==> src/rtl/sync_buffer_pkg.sv <==
// Shared state encoding and defaults for the sensor sync buffer frame controller.
package sync_buffer_pkg;

   localparam int unsigned STATE_WD         = 3;
   localparam int unsigned FLUSH_CNT_WD     = 8;
   localparam int unsigned FLUSH_CYCLES_DEF = 8;

   localparam logic [STATE_WD-1:0] ST_IDLE   = 3'd0;
   localparam logic [STATE_WD-1:0] ST_ARM    = 3'd1;
   localparam logic [STATE_WD-1:0] ST_WAIT   = 3'd2;
   localparam logic [STATE_WD-1:0] ST_ACTIVE = 3'd3;
   localparam logic [STATE_WD-1:0] ST_DROP   = 3'd4;
   localparam logic [STATE_WD-1:0] ST_FLUSH  = 3'd5;

   typedef enum logic [STATE_WD-1:0] {
      S_IDLE   = ST_IDLE,
      S_ARM    = ST_ARM,
      S_WAIT   = ST_WAIT,
      S_ACTIVE = ST_ACTIVE,
      S_DROP   = ST_DROP,
      S_FLUSH  = ST_FLUSH
   } state_t;

endpackage

==> src/rtl/sync_buffer_ctrl_edge_detect.sv <==
// Registered-history rise/fall detector for a single-bit level.
module edge_detect (
   input  logic clk,
   input  logic rst_n,
   input  logic sig,
   output logic rise_c,
   output logic fall_c
);

   logic sig_d;

   // One-cycle history of the input level
   always_ff @(posedge clk or negedge rst_n) begin
      if (!rst_n) sig_d <= 1'b0;
      else        sig_d <= sig;
   end

   assign rise_c = sig & ~sig_d;
   assign fall_c = ~sig & sig_d;

endmodule

==> src/rtl/sync_buffer_ctrl.sv <==
// Admits or blocks whole sensor frames into the sync buffer, aborts and flushes
// on overflow, and keeps frame/drop/line statistics.
module sync_buffer_ctrl
   import sync_buffer_pkg::*;
#(
   parameter int unsigned REG_WD       = 32,
   parameter int unsigned LINE_CNT_WD  = 16,
   parameter int unsigned FLUSH_CYCLES = FLUSH_CYCLES_DEF
) (
   input  logic                   clk_sensor_pix,
   input  logic                   reset_sensor_n,
   input  logic                   i_fval,
   input  logic                   i_lval,
   input  logic                   i_acquisition_start,
   input  logic                   i_stream_enable,
   input  logic                   i_encrypt_state,
   input  logic                   i_buf_overflow,
   output logic                   o_fval,
   output logic                   o_wr_en,
   output logic                   o_buf_reset,
   output logic                   o_frame_done,
   output logic [REG_WD-1:0]      ov_frame_cnt,
   output logic [REG_WD-1:0]      ov_drop_cnt,
   output logic [LINE_CNT_WD-1:0] ov_line_cnt
);

   state_t                  state;
   logic [LINE_CNT_WD-1:0]  line_cnt;
   logic [FLUSH_CNT_WD-1:0] flush_cnt;
   logic                    fval_rise;
   logic                    fval_fall;
   logic                    lval_rise;
   logic                    en;

   assign en = i_acquisition_start & i_stream_enable & i_encrypt_state;

   edge_detect u_fval_edge (
      .clk    (clk_sensor_pix),
      .rst_n  (reset_sensor_n),
      .sig    (i_fval),
      .rise_c (fval_rise),
      .fall_c (fval_fall)
   );

   edge_detect u_lval_edge (
      .clk    (clk_sensor_pix),
      .rst_n  (reset_sensor_n),
      .sig    (i_lval),
      .rise_c (lval_rise),
      .fall_c ()
   );

   // Frame admission FSM with registered gating outputs and statistics counters
   always_ff @(posedge clk_sensor_pix or negedge reset_sensor_n) begin
      if (!reset_sensor_n) begin
         state        <= S_IDLE;
         line_cnt     <= '0;
         flush_cnt    <= '0;
         o_fval       <= 1'b0;
         o_wr_en      <= 1'b0;
         o_buf_reset  <= 1'b0;
         o_frame_done <= 1'b0;
         ov_frame_cnt <= '0;
         ov_drop_cnt  <= '0;
         ov_line_cnt  <= '0;
      end else begin
         o_frame_done <= 1'b0;
         case (state)
            S_IDLE: begin
               o_fval      <= 1'b0;
               o_wr_en     <= 1'b0;
               o_buf_reset <= 1'b0;
               if (en) state <= S_ARM;
            end
            // A frame already in flight is skipped: wait for fval low first
            S_ARM: begin
               o_fval  <= 1'b0;
               o_wr_en <= 1'b0;
               if (!en)         state <= S_IDLE;
               else if (!i_fval) state <= S_WAIT;
            end
            S_WAIT: begin
               o_fval  <= 1'b0;
               o_wr_en <= 1'b0;
               if (!en) begin
                  state <= S_IDLE;
               end else if (fval_rise) begin
                  state    <= S_ACTIVE;
                  o_fval   <= 1'b1;
                  o_wr_en  <= i_lval;
                  line_cnt <= LINE_CNT_WD'(lval_rise);
               end
            end
            // Enable drops do not truncate an admitted frame; overflow wins over fval fall
            S_ACTIVE: begin
               if (i_buf_overflow) begin
                  state       <= S_DROP;
                  o_fval      <= 1'b0;
                  o_wr_en     <= 1'b0;
                  ov_drop_cnt <= ov_drop_cnt + REG_WD'(1);
               end else if (fval_fall) begin
                  state        <= en ? S_WAIT : S_IDLE;
                  o_fval       <= 1'b0;
                  o_wr_en      <= i_lval;
                  o_frame_done <= 1'b1;
                  ov_frame_cnt <= ov_frame_cnt + REG_WD'(1);
                  ov_line_cnt  <= line_cnt;
               end else begin
                  o_fval  <= i_fval;
                  o_wr_en <= i_lval;
                  if (lval_rise && (line_cnt != '1))
                     line_cnt <= line_cnt + LINE_CNT_WD'(1);
               end
            end
            S_DROP: begin
               o_fval  <= 1'b0;
               o_wr_en <= 1'b0;
               if (!i_fval) begin
                  state       <= S_FLUSH;
                  o_buf_reset <= 1'b1;
                  flush_cnt   <= FLUSH_CNT_WD'(FLUSH_CYCLES - 1);
               end
            end
            S_FLUSH: begin
               if (flush_cnt == '0) begin
                  o_buf_reset <= 1'b0;
                  state       <= S_ARM;
               end else begin
                  flush_cnt <= flush_cnt - FLUSH_CNT_WD'(1);
               end
            end
            default: begin
               state       <= S_IDLE;
               o_fval      <= 1'b0;
               o_wr_en     <= 1'b0;
               o_buf_reset <= 1'b0;
            end
         endcase
      end
   end

endmodule
==> config.mk <==
export PLATFORM = sky130hd
export DESIGN_NAME = sync_buffer_ctrl
export DESIGN_NICKNAME = d
export VERILOG_FILES = /design/src/rtl/sync_buffer_pkg.sv /design/src/rtl/sync_buffer_ctrl_edge_detect.sv /design/src/rtl/sync_buffer_ctrl.sv
export SDC_FILE = /design/constraint.sdc
export NUM_CORES = 1
export LEC_CHECK = 0
export CORE_AREA = 2 2 156 120
export CTS_CLUSTER_DIAMETER = 100
export CTS_CLUSTER_SIZE = 16
export DETAILED_ROUTE_END_ITERATION = 6
export DIE_AREA = 0 0 158 122
export DONT_BUFFER_PORTS = 1
export PLACE_DENSITY = 0.48
export REMOVE_ABC_BUFFERS = 1
export SLEW_MARGIN = 20
export SYNTH_ARGS = -nofsm -noshare
export SYNTH_HDL_FRONTEND = slang
export SYNTH_HIERARCHICAL = 1
export SYNTH_SLANG_ARGS = --single-unit
==> constraint.sdc <==
create_clock -name clk_sensor_pix -period 4.9 [get_ports clk_sensor_pix]
set_input_delay 0.735 -clock clk_sensor_pix [delete_from_list [all_inputs] [get_ports clk_sensor_pix]]
set_output_delay 0.735 -clock clk_sensor_pix [all_outputs]
set_load 0.05 [all_outputs]
# Word-level counts from Yosys, hierarchy flattened
# Index checks and enable logic that the tools add are counted.
# word_totals
regBits	113
input_bits	8
elab_cells	91
# op_classes
n_addsub	4
n_eq_ne	18
mux	35
n_bitwise	10
n_reduce_logical	12
# op_table
operator	count
two-way mux 16 bit	5
adder 32 x 1 -> 32 bit, second input constant	2
case mux 16 bit (2 select lines)	1
two-way mux 3 bit	9
!= test 2 bit, second input constant	9
case mux 3 bit (6 select lines)	1
adder 16 x 1 -> 16 bit, second input constant	1
two-way mux 8 bit	2
!= test 16 bit, second input constant	1
case mux 8 bit (2 select lines)	1
two-way mux 1 bit	12
AND reduction 6 bit	2
!= test 3 bit, second input constant	3
case mux 1 bit (3 select lines)	3
AND reduction 3 bit	3
zero test 8 bit	1
subtractor 8 x 1 -> 8 bit, second input constant	1
equality test 3 x 2 -> 1 bit, second input constant	2
equality test 3 bit, second input constant	2
bitwise AND 1 bit	5
inverter 1 bit	5
nonzero test 2 bit	2
equality test 3 x 1 -> 1 bit, second input constant	1
zero test 3 bit	1
4 further kinds	4

# Longest topological paths before layout
# depth
ltp_word	7
mapped_depth	8
depth_no_buf	7

# By module
# Netlist, hierarchy kept.
# by_module_without_submodules
module	n_inst	cells_each	area_each_um2	seq_area_each_um2
sync_buffer_ctrl	1	468	5170.0	2777.7
edge_detect	2	3	40.0	25.0

# Worst setup path before layout
# OpenSTA, ideal clock, no wires.
# synth_path
path_type	register -> register
startpoint	reg ov_drop_cnt[5]
endpoint	reg ov_drop_cnt[26]
setup_ns	0.141
t_arrival_ns	1.974
setup_slack_ns	2.785
path_stages_with_launch	6
n_path_buf	0
period_less_slack_ns	2.115
path_cell_list	dfrtp_1 -> and4_1 -> nand4_1 -> nor4_4 -> nand4_1 -> xnor2_1
# synth_via
elab_chain_cells	1
# synth_lines
element	line	text
from (decl)	sync_buffer_ctrl.sv:23	output logic [REG_WD-1:0] ov_drop_cnt,
from (signal assigned)	sync_buffer_ctrl.sv:100	ov_drop_cnt <= ov_drop_cnt + REG_WD'(1);
adder 32 x 1 -> 32 bit	sync_buffer_ctrl.sv:100	
# Every way passes these cells.
# A chain may end at the register's enable or synchronous reset.

# Worst setup path after layout
# layout_path
startpoint	reg ov_drop_cnt[6]
endpoint	reg ov_drop_cnt[26]
# The elaborated chain is that of the path after synthesis.

==> impl_metrics.yaml <==
outcome:
  run_status: "completed"
drt:
  drt_wl_total_mm: 11.52
  drc: 0
  drt_pre_antenna_iters: 4
  ant_nets: 0
  vias_per_cell: 4.868
  vias: 3612
  drt_first_iter_violations: 283
  wl_per_cell_um: 15.53
clock_network:
  cts_post_setup_buffers_inserted: 0
  tritoncts: "done"
  worstSkewPairLatency_ns: 0.42
  longest_clk_path_bufs: 2
  cts_root_buffer: "sky130_fd_sc_hd__clkbuf_16"
  cts.reportedPaths.clkPinSlew_ns: 0.06
  clock_tree.htree_level_count: 4
  clkSinkCount: 113
  cts_made_buffers: 17
  post_cts_resized: 0
  post_cts_hold_buffer_count: 1
worst_setup_path:
  worst_r2r_endpoint: "ov_drop_cnt[26]"
  reg2reg_depth: 5
  cp_max_stage_delay_ns: 0.75
  reg2reg_slack_ns: 2.49
  timing.critical_path.fanout_max: 7
  r2r-start: "ov_drop_cnt[6]"
  cp_startpoint_kind: "register"
  worst_setup_path_end_kind: "register"
  setup.worst_path.end: "ov_drop_cnt[26]"
  cp_num_buf_inv: 0
  timing.critical_path.cells: "and4_1, nand4_1, nor4_4, nand4_1, xnor2_1"
  critical-path-slowest-cell: "sky130_fd_sc_hd__dfrtp_1"
  setup.worst_path.start: "ov_drop_cnt[6]"
  path_delay_family: "simple AND/OR/NAND/NOR gates"
  worst_ep_arrival_time_ns: 2.69
  required_ns: 5.18
  critical_path_depth: 5
  worst_path_most_repeated_cell: "sky130_fd_sc_hd__nand4_1"
  type_of_the_worst_setup_path: "reg2reg"
min_path:
  worst_hold_path_type: "in2async"
sta:
  slew_headroom_pct: 32.24
  final_period_minus_worst_setup_slack_ns: 2.408
  setup_ws_ns: 2.492
  slew_violations: 0
  max_freq_mhz: 415.3
  setup_violations: 0
  timing.final.hold_violations: 0
  timing_worst_slew_pin_value_ns: 1.009
  finClkSkew_ns: 0.008910
  grt_setup_unrepaired: "false"
  timing.final.crit_share_pct: 49.14
  setup-tns-final_ns: 0
  hold_slack_ns: 0.02972
placement:
  detailedPlace.worstSlack_ns: 2.436
  dp_hpwl_mm: 7.656
  port_buffers: 0
  routabilityCongestion: 0.7902
  numPlacedInstances: 709
layout:
  finish.cell_count_without_fillers: 742
  fillerInstances: 1813
  antennaDiodeCount: 0
  finish.net_count: 495
  drive_above_1_share_pct: 13.54
  synthToLayoutAreaGrowth_pct: 16.93
global_route:
  grt_max_degree: 64
  grt_pass1_wl_mm: 18.60
  track_usage_pct: 12.67
  grt-ovfl-total: 0
  grt_pass1_vias: 3508
  grt_antenna_before_repair: 0
die:
  core_area_mm2: 0.01797
  initial_standard_cell_utilization_of_the_core_pct: 29.17
  top_level_ports: 92
  placementRows: 43
  fp.dieH_um: 122
  fp.dieW_um: 158
  floorplan.die_area_mm2: 0.01928
power_and_ir_drop:
  vdd_drop_max_v: 0.0001971
  p_per_area_mw_per_mm2: 403.9
  total_power_draw_mw: 2.475
  leakage_power_nw: 2.719
logic_synthesis:
  netlist_area_mm2: 0.005241
  number_of_warnings_reported_in_the_yosys_synthesis_log: 6
  syn_avg_cell_area_um2: 11.08
  postSynthCellCount: 473
run:
  cap_viol_max_count: 0
[power breakdown]
group	switching (mW)	internal (mW)
logic	0.0796	0.0639
registers	0.0856	0.976
clock network	0.467	0.803
total	0.632	1.84
[stage by stage]
stage,utilization [%],cell area (um2)
after floorplan,-,5172
after global placement,30.55,5489
after detailed placement,30.55,5489
after CTS,34.10,6128
after global routing,34.10,6128
final,34.10,6128
[per-layer routing]
layer / vias to the layer above / part of all wire [%] / global-route usage (%)
met5: - / 0 / 0
met4: 0 / 1.9 / 5.912
met3: 17 / 8.8 / 6.439
met2: 83 / 44 / 17.91
met1: 1778 / 46 / 16.03
li1: 1734 / - / -
[placed cells by master (no fill, tap or decap), drive strengths merged, types with 3 or more instances in the layout]
cell type,instances
nand2,41
inv,9
and2b,3
and4,7
clkinvlp,4
nor4b,3
nand3,30
mux2,17
and3,8
xor2,10
clkbuf,17
xnor2,56
a41oi,3
clkinv,7
nor4,6
ha,5
nand4,26
nor2b,8
o31ai,9
a21oi,7
dfrtp,113
a31oi,9
and2,5
nor3,10
nor2,33
bufinv,3
o21ai,22
[worst min path at each step]
stage                               from             end  slack [ns]  cells after the start
after floorplan           reset_sensor_n    flush_cnt[0]        0.44                      0
after global placement    reset_sensor_n  ov_line_cnt[6]        0.44                      0
after detailed placement  reset_sensor_n  ov_line_cnt[6]        0.44                      0
after CTS                 reset_sensor_n    flush_cnt[7]       0.001                      0
after global routing      reset_sensor_n        state[0]      0.0003                      0
final                     reset_sensor_n  ov_drop_cnt[8]        0.03                      0
[area by class of cell]
class                      count  area (um2)  area share, %
inverter                       8       30.03         0.4900
tap                          247       309.0          5.043
timing repair buffer           2       35.03         0.5717
clock inverter                15       186.4          3.042
multi-input combinational    340        2315          37.77
sequential                   113        2828          46.14
clock buffer                  17       425.4          6.942
[registers in the layout, summed over array words and instances, names as in the netlist, 3 cells and up]
signal and flops:
ov_line_cnt 16, ov_drop_cnt 32, state 3, line_cnt 16, flush_cnt 8, ov_frame_cnt 32
Note: power is estimated with default switching activity, not from simulation.
